**config.mk**
```make
export PLATFORM = sky130hd
export DESIGN_NAME = fp_decode_seq
export DESIGN_NICKNAME = d
export VERILOG_FILES = /design/src/rtl/fp_decode_seq.sv
export SDC_FILE = /design/constraint.sdc
export NUM_CORES = 1
export LEC_CHECK = 0
export ABC_AREA = 1
export CAP_MARGIN = 20
export CORE_MARGIN = 2
export CORE_UTILIZATION = 36
export CTS_CLUSTER_DIAMETER = 120
export CTS_CLUSTER_SIZE = 20
export DETAILED_ROUTE_END_ITERATION = 8
export PLACE_DENSITY_LB_ADDON = 0.15
export SKIP_LAST_GASP = 1
export SLEW_MARGIN = 0
export SYNTH_ARGS = -nofsm -noshare
export SYNTH_HDL_FRONTEND = slang
export SYNTH_SLANG_ARGS = --single-unit
```
**constraint.sdc**
```tcl
create_clock -name clk -period 1.4 [get_ports clk]
set_input_delay 0.14 -clock clk [delete_from_list [all_inputs] [get_ports clk]]
set_output_delay 0.14 -clock clk [all_outputs]
set_load 0.01 [all_outputs]
```
**src/rtl/fp_decode_seq.sv**
```systemverilog
// fp_decode_seq: sequential decoder from the 8-bit FP word
// {sign, exp[2:0], sig[3:0]} to a 12-bit two's-complement value.
// The significand is widened, shifted left once per clock, and the sign is
// applied in a single negate step. Only one word is in flight at a time.
module fp_decode_seq (
    input  logic        clk,
    input  logic        rst_n,
    input  logic        in_valid,
    output logic        in_ready,
    input  logic        in_sign,
    input  logic [2:0]  in_exp,
    input  logic [3:0]  in_sig,
    output logic        out_valid,
    input  logic        out_ready,
    output logic [11:0] out_d,
    output logic        busy
);

    typedef enum logic [1:0] {
        IDLE  = 2'd0,
        SHIFT = 2'd1,
        NEG   = 2'd2,
        DONE  = 2'd3
    } state_t;

    state_t      state;
    logic        sign_r;
    logic [11:0] mag_r;
    logic [2:0]  cnt_r;

    // Handshake and status flags come straight from the state register, so no
    // input can reach them combinationally.
    assign in_ready  = (state == IDLE);
    assign busy      = (state != IDLE);
    assign out_valid = (state == DONE);

    // Decode sequence: capture, shift exp times, apply sign, present result.
    // NOTE: all state here uses non-blocking assignments so every register
    // samples the values from before the edge, whatever the statement order.
    always_ff @(posedge clk or negedge rst_n) begin
        if (!rst_n) begin
            state  <= IDLE;
            sign_r <= 1'b0;
            mag_r  <= 12'h000;
            cnt_r  <= 3'd0;
            out_d  <= 12'h000;
        end else begin
            case (state)
                IDLE: begin
                    if (in_valid) begin
                        sign_r <= in_sign;
                        mag_r  <= {8'b0, in_sig};
                        cnt_r  <= in_exp;
                        state  <= (in_exp != 3'd0) ? SHIFT : NEG;
                    end
                end
                SHIFT: begin
                    mag_r <= mag_r << 1;
                    cnt_r <= cnt_r - 3'd1;
                    if (cnt_r == 3'd1) begin
                        state <= NEG;
                    end
                end
                NEG: begin
                    // 15 << 7 fits in 12 bits, so the negate can never wrap
                    // into a wrong sign; -0 naturally becomes 12'h000.
                    out_d <= sign_r ? (~mag_r + 12'd1) : mag_r;
                    state <= DONE;
                end
                DONE: begin
                    // out_d stays untouched here, holding the result under
                    // backpressure and after the handshake.
                    if (out_ready) begin
                        state <= IDLE;
                    end
                end
                default: state <= IDLE;
            endcase
        end
    end

endmodule
```
# Word level (Yosys, flattened, before mapping)
# Index checks and enable logic that the tools add are counted.
[word_totals]
output_inout_bits = 15
reg_bits = 30
inputBits = 12
word_cells = 32
[classes]
bitwise = 1
n_mux = 10
n_reduce_logical = 7
n_addsub = 2
n_eq_ne = 7
[op_table]
columns = ["op", "count"]
rows = [
  ["two-way mux 12 bit", 2],
  ["one-hot mux 12 bit (2 select lines)", 1],
  ["adder 12 x 1 -> 12 bit (second input constant)", 1],
  ["inverter 12 bit", 1],
  ["two-way mux 2 bit", 4],
  ["one-hot mux 2 bit (4 select lines)", 1],
  ["one-hot mux 3 bit (2 select lines)", 1],
  ["equality test 2 bit (second input constant)", 2],
  ["!= test 2 bit (second input constant)", 2],
  ["AND reduction 2 bit", 2],
  ["nonzero test 2 bit", 2],
  ["equality test 3 x 1 -> 1 bit (second input constant)", 1],
  ["two-way mux 3 bit", 1],
  ["AND reduction 3 bit", 1],
  ["nonzero test 3 bit", 1],
  ["subtractor 3 x 1 -> 3 bit (second input constant)", 1],
  ["equality test 2 x 1 -> 1 bit (second input constant)", 1],
  ["logical NOT 2 bit", 1],
  ["!= test 2 x 1 -> 1 bit (second input constant)", 1],
]

# Depth between registers and ports, before layout
[logic_depth]
word_depth = 4
ltp_mapped = 9
ltp_nobuf = 8

# Worst setup path before layout
# OpenSTA, ideal clock, no wires.
[synth_timing]
path_kind = "register to register"
startpoint = "reg state[0]"
endpoint = "reg cnt_r[0]"
required_time_ps = 1282
arrival_ps = 1350
period_less_slack_ps = 1467
path_buffers = 1
path_slack_ps = -67
stages_incl_launch_ff = 10
setup_ps = 118
path_cell_list = "dfrtp_1 inv_1 ha_1 inv_1 nand2_1 and2_4 inv_8 buf_12 nand2_1 o21ai_2"
[synth_via]
elab_chain_cells = 3
word_cells_on_any_way = 6
classes_between = "2 x eq/ne; 1 x mux; 3 x reduce/logical"
[synth_lines]
columns = ["item", "line", "text"]
rows = [
  ["from (decl)", "26", "state_t state;"],
  ["from (signal assigned)", "54", "state <= (in_exp != 3'd0) ? SHIFT : NEG;"],
  ["logical NOT 2 bit (*)", "n/a", ""],
  ["net in_ready", "9", "output logic in_ready,"],
  ["!= test 2 bit (no line) or nonzero test 2 bit (tied branches)", "n/a", ""],
  ["AND reduction 2 bit (no line)", "n/a", ""],
  ["to (signal assigned)", "53", "cnt_r <= in_exp;"],
  ["to (signal assigned)", "59", "cnt_r <= cnt_r - 3'd1;"],
  ["to (decl)", "29", "logic [2:0] cnt_r;"],
]
# Mark *: on every way through the listed nets, which the timed path passes. The rest lies on a longest branch.
# A chain may end at the register's enable or synchronous reset.

# Final worst setup path
[layout_timing]
startpoint = "reg state[1]"
endpoint = "reg mag_r[4]"
[layout_via]
elab_chain_cells = 3
word_cells_on_any_way = 6
classes_between = "2 x eq/ne; 1 x mux; 3 x reduce/logical"
[layout_lines]
columns = ["item", "line", "text"]
rows = [
  ["equality test 2 x 1 -> 1 bit or logical NOT 2 bit (tied branches)", "48", "case (state)"],
  ["nonzero test 2 bit (no line) or != test 2 bit (tied branches)", "n/a", ""],
  ["AND reduction 2 bit (no line)", "n/a", ""],
  ["to (signal assigned)", "52", "mag_r <= {8'b0, in_sig};"],
  ["to (signal assigned)", "58", "mag_r <= mag_r << 1;"],
  ["to (decl)", "28", "logic [11:0] mag_r;"],
]
# Parallel ways exist; a longest one is shown, timed or not.

==> impl_metrics.yaml <==
job:
  maxCapViolCount: 0
placed_design:
  hpwl_um: 2620
  gp_congestion: 0.785
  pre_cts_ws_ps: -9.23
  io_buffer_count: 26
clock_network:
  clockRootBuffer: "clkbuf_8"
  insertion_delay_ps: 290
  clock_path_buffers: 2
  clk_pin_slew_ps: 70
  htree_num_levels: 2
  cts_tree: "done"
  numClockSinks: 30
  numCtsBuffers: 5
  cts_hold_buf: 0
global_routing:
  grt_pass1_wl_um: 6100
  grt_pass1_vias: 1369
  grt_usage_pct: 15.1
  antenna_found_initial: 0
  grt_max_degree: 31
  grt_overflow: 0
synthesis:
  syn_area_per_cell_um2: 8.66
  netlist_area_um2: 1700
  syn_nets: 216
  postSynthCellCount: 196
  ys_seq_area_share_pct: 44.2
  synth.distinct_cells: 29
  synth_seq_cells: 30
  ys_warn_count: 0
pwr:
  leakage_nw: 1.01
  ir_drop_mv: 1.01
  p_per_area_nw_per_um2: 2340
  p_total_mw: 5.21
timing:
  slew_viol_final: 0
  fin_crit_sh_pct: 98.2
  fin_setup_tns_ps: 0
  setup_viol: 0
  tightest_slew_ps: 392
  hold_violations: 0
  fin_worst_skew_ps: 12.5
  setup_slack_ps: 25.7
  fin_crit_ps: 1370
  grt_setup_unrepaired: "yes"
  relSlewSlack_pct: 73.9
  max_freq_ghz: 0.728
finish:
  drive_gt1_share_pct: 23.6
  area_growth_pct: 31.0
  n_antenna_cell: 0
  nets: 256
  most-common-layout-cells: "nand2_1, dfrtp_1, clkdlybuf4s50_1"
  final_common_cell: "nand2_1"
detailed_routing:
  dr_wl_met3_um: 124
  firstDrtPassIters: 4
  route.vias.total: 1402
  wl_met2_um: 1630
  wl_met1_um: 1850
  wire_per_inst_um: 12.8
  highest_layer: "met4"
  drc: 0
  via_per_inst: 4.85
  drtIter0Drc: 71
  postRouteAntennaNets: 0
  routed_wl_um: 3700
setup_path:
  slowest_stage: "dfrtp_1"
  critPathKind: "reg2reg"
  cp.required_ps: 1590
  reg2reg_to: "mag_r[4]"
  path_cells: "inv_2 > ha_2 > nand2_2 > and2_4 > buf_4 > o31ai_2"
  end_kind: "flop"
  critPathMaxFanout: 5
  start_kind: "flop"
  rr_startpoint: "state[1]"
  max_stage_delay_ps: 390
  ff2ff_path_depth: 6
  cp-startpoint: "state[1]"
  arrival_ps: 1560
  timing.reg2reg.setup_slack_ps: 30
floorplan:
  start_util_pct: 38.2
  die_w_um: 72.7
  die-area_um2: 5280
  ios: 27
  fp-row-count: 24
  die_h_um: 72.7
  core-area_um2: 4440
run_status:
  status: "finished clean"
min_path:
  hold_path_class: "in2async"
-- cell usage after synthesis (all sizes together) --
| cell | instances | area, µm² |
|---|---|---|
| and2 | 1 | 8.76 |
| o31ai | 2 | 15.0 |
| a31oi | 1 | 6.26 |
| nand3 | 23 | 145 |
| dfrtp | 30 | 751 |
| nand2 | 44 | 168 |
| xor2 | 1 | 8.76 |
| nor2 | 13 | 51.3 |
| nand4 | 2 | 12.5 |
| nor3 | 1 | 5.00 |
| inv | 22 | 90.1 |
| o211ai | 5 | 37.5 |
| a211oi | 1 | 7.51 |
| buf | 6 | 57.6 |
| xnor2 | 1 | 8.76 |
| clkbuf | 1 | 3.75 |
| ha | 8 | 100 |
| o22ai | 1 | 6.26 |
| o21ai | 27 | 184 |
| a21oi | 6 | 30.0 |
-- cells by family after synthesis --
logic type      Yosys count  share of synthesized area, %
simple gates             84                          23.0
buf+inv                  29                          8.92
fa+ha+maj                 8                          5.90
flops                    30                          44.2
compound gates           43                          16.9
xor+xnor                  2                          1.03
-- power breakdown --
group          leakage (nW)  internal, mW  switching, mW  total [mW]
combinational         0.579          1.36           1.65        3.00
clock                0.0482         0.396          0.333       0.729
sequential            0.378          1.22          0.262        1.48
total                  1.01          2.97           2.24        5.21
-- area by class of cell --
class / count / area [µm²]
clock buffers: 7 / 86.3
clock inverters: 1 / 5.00
fillers: 455 / 2220
inverters: 22 / 100
multi-input cells: 137 / 828
flip-flops and latches: 30 / 751
well taps: 52 / 65.1
repair buffers: 38 / 369
repair inverters: 2 / 17.5
-- per-stage QoR --
| step | hold slack, ps | instances | cell area [µm²] | utilization [%] |
|---|---|---|---|---|
| finish | 248 | 289 | 2220 | 50.0 |
| global route | 285 | 289 | 2220 | 50.0 |
| CTS | 263 | 286 | 2170 | 48.9 |
| detailed placement | 467 | 277 | 2070 | 46.6 |
| global placement | 465 | 277 | 2070 | 46.6 |
| floorplan | -156 | 196 | 1710 | - |
-- worst max path at each step --
stage / end / slack, ps / cells past startpoint
6_report: mag_r[4] / 30 / 6
3_5_place_dp: cnt_r[2] / -9 / 8
5_1_grt: state[1] / -60 / 8
4_1_cts: busy / -10 / 4
2_1_floorplan: cnt_r[0] / 10 / 9
3_3_place_gp: cnt_r[2] / 2 / 8
-- flip-flops by register name, summed over array words and instances, names as in the netlist --
register,cells
cnt_r,3
mag_r,12
out_d,12
sign_r,1
state,2
-- what timing repair did --
action / 4_1_cts / 5_1_grt
buffers inserted: 1 / 1
resized for setup: 6 / 14
pin swaps: 1 / 3
setup endpoints to repair: 6 / 13
cloned: 0 / 2
-- metal layers --
layer  vias to the layer above  track usage (%)
li1                        738                -
met1                       629             20.6
met2                        26             22.7
met3                         9             3.45
met4                         0             6.79
met5                         -                0
-- critical path: cells and delay by family, from the launching register on --
family | cells | cell delay [ps]
adder cells (fa/ha/maj) | 1 | 190
buffers and inverters | 2 | 270
AND/OR/NAND/NOR | 2 | 260
flip-flops | 1 | 390
AO/OA/AOI/OAI | 1 | 170
Note: power is estimated with default switching activity, not from simulation.
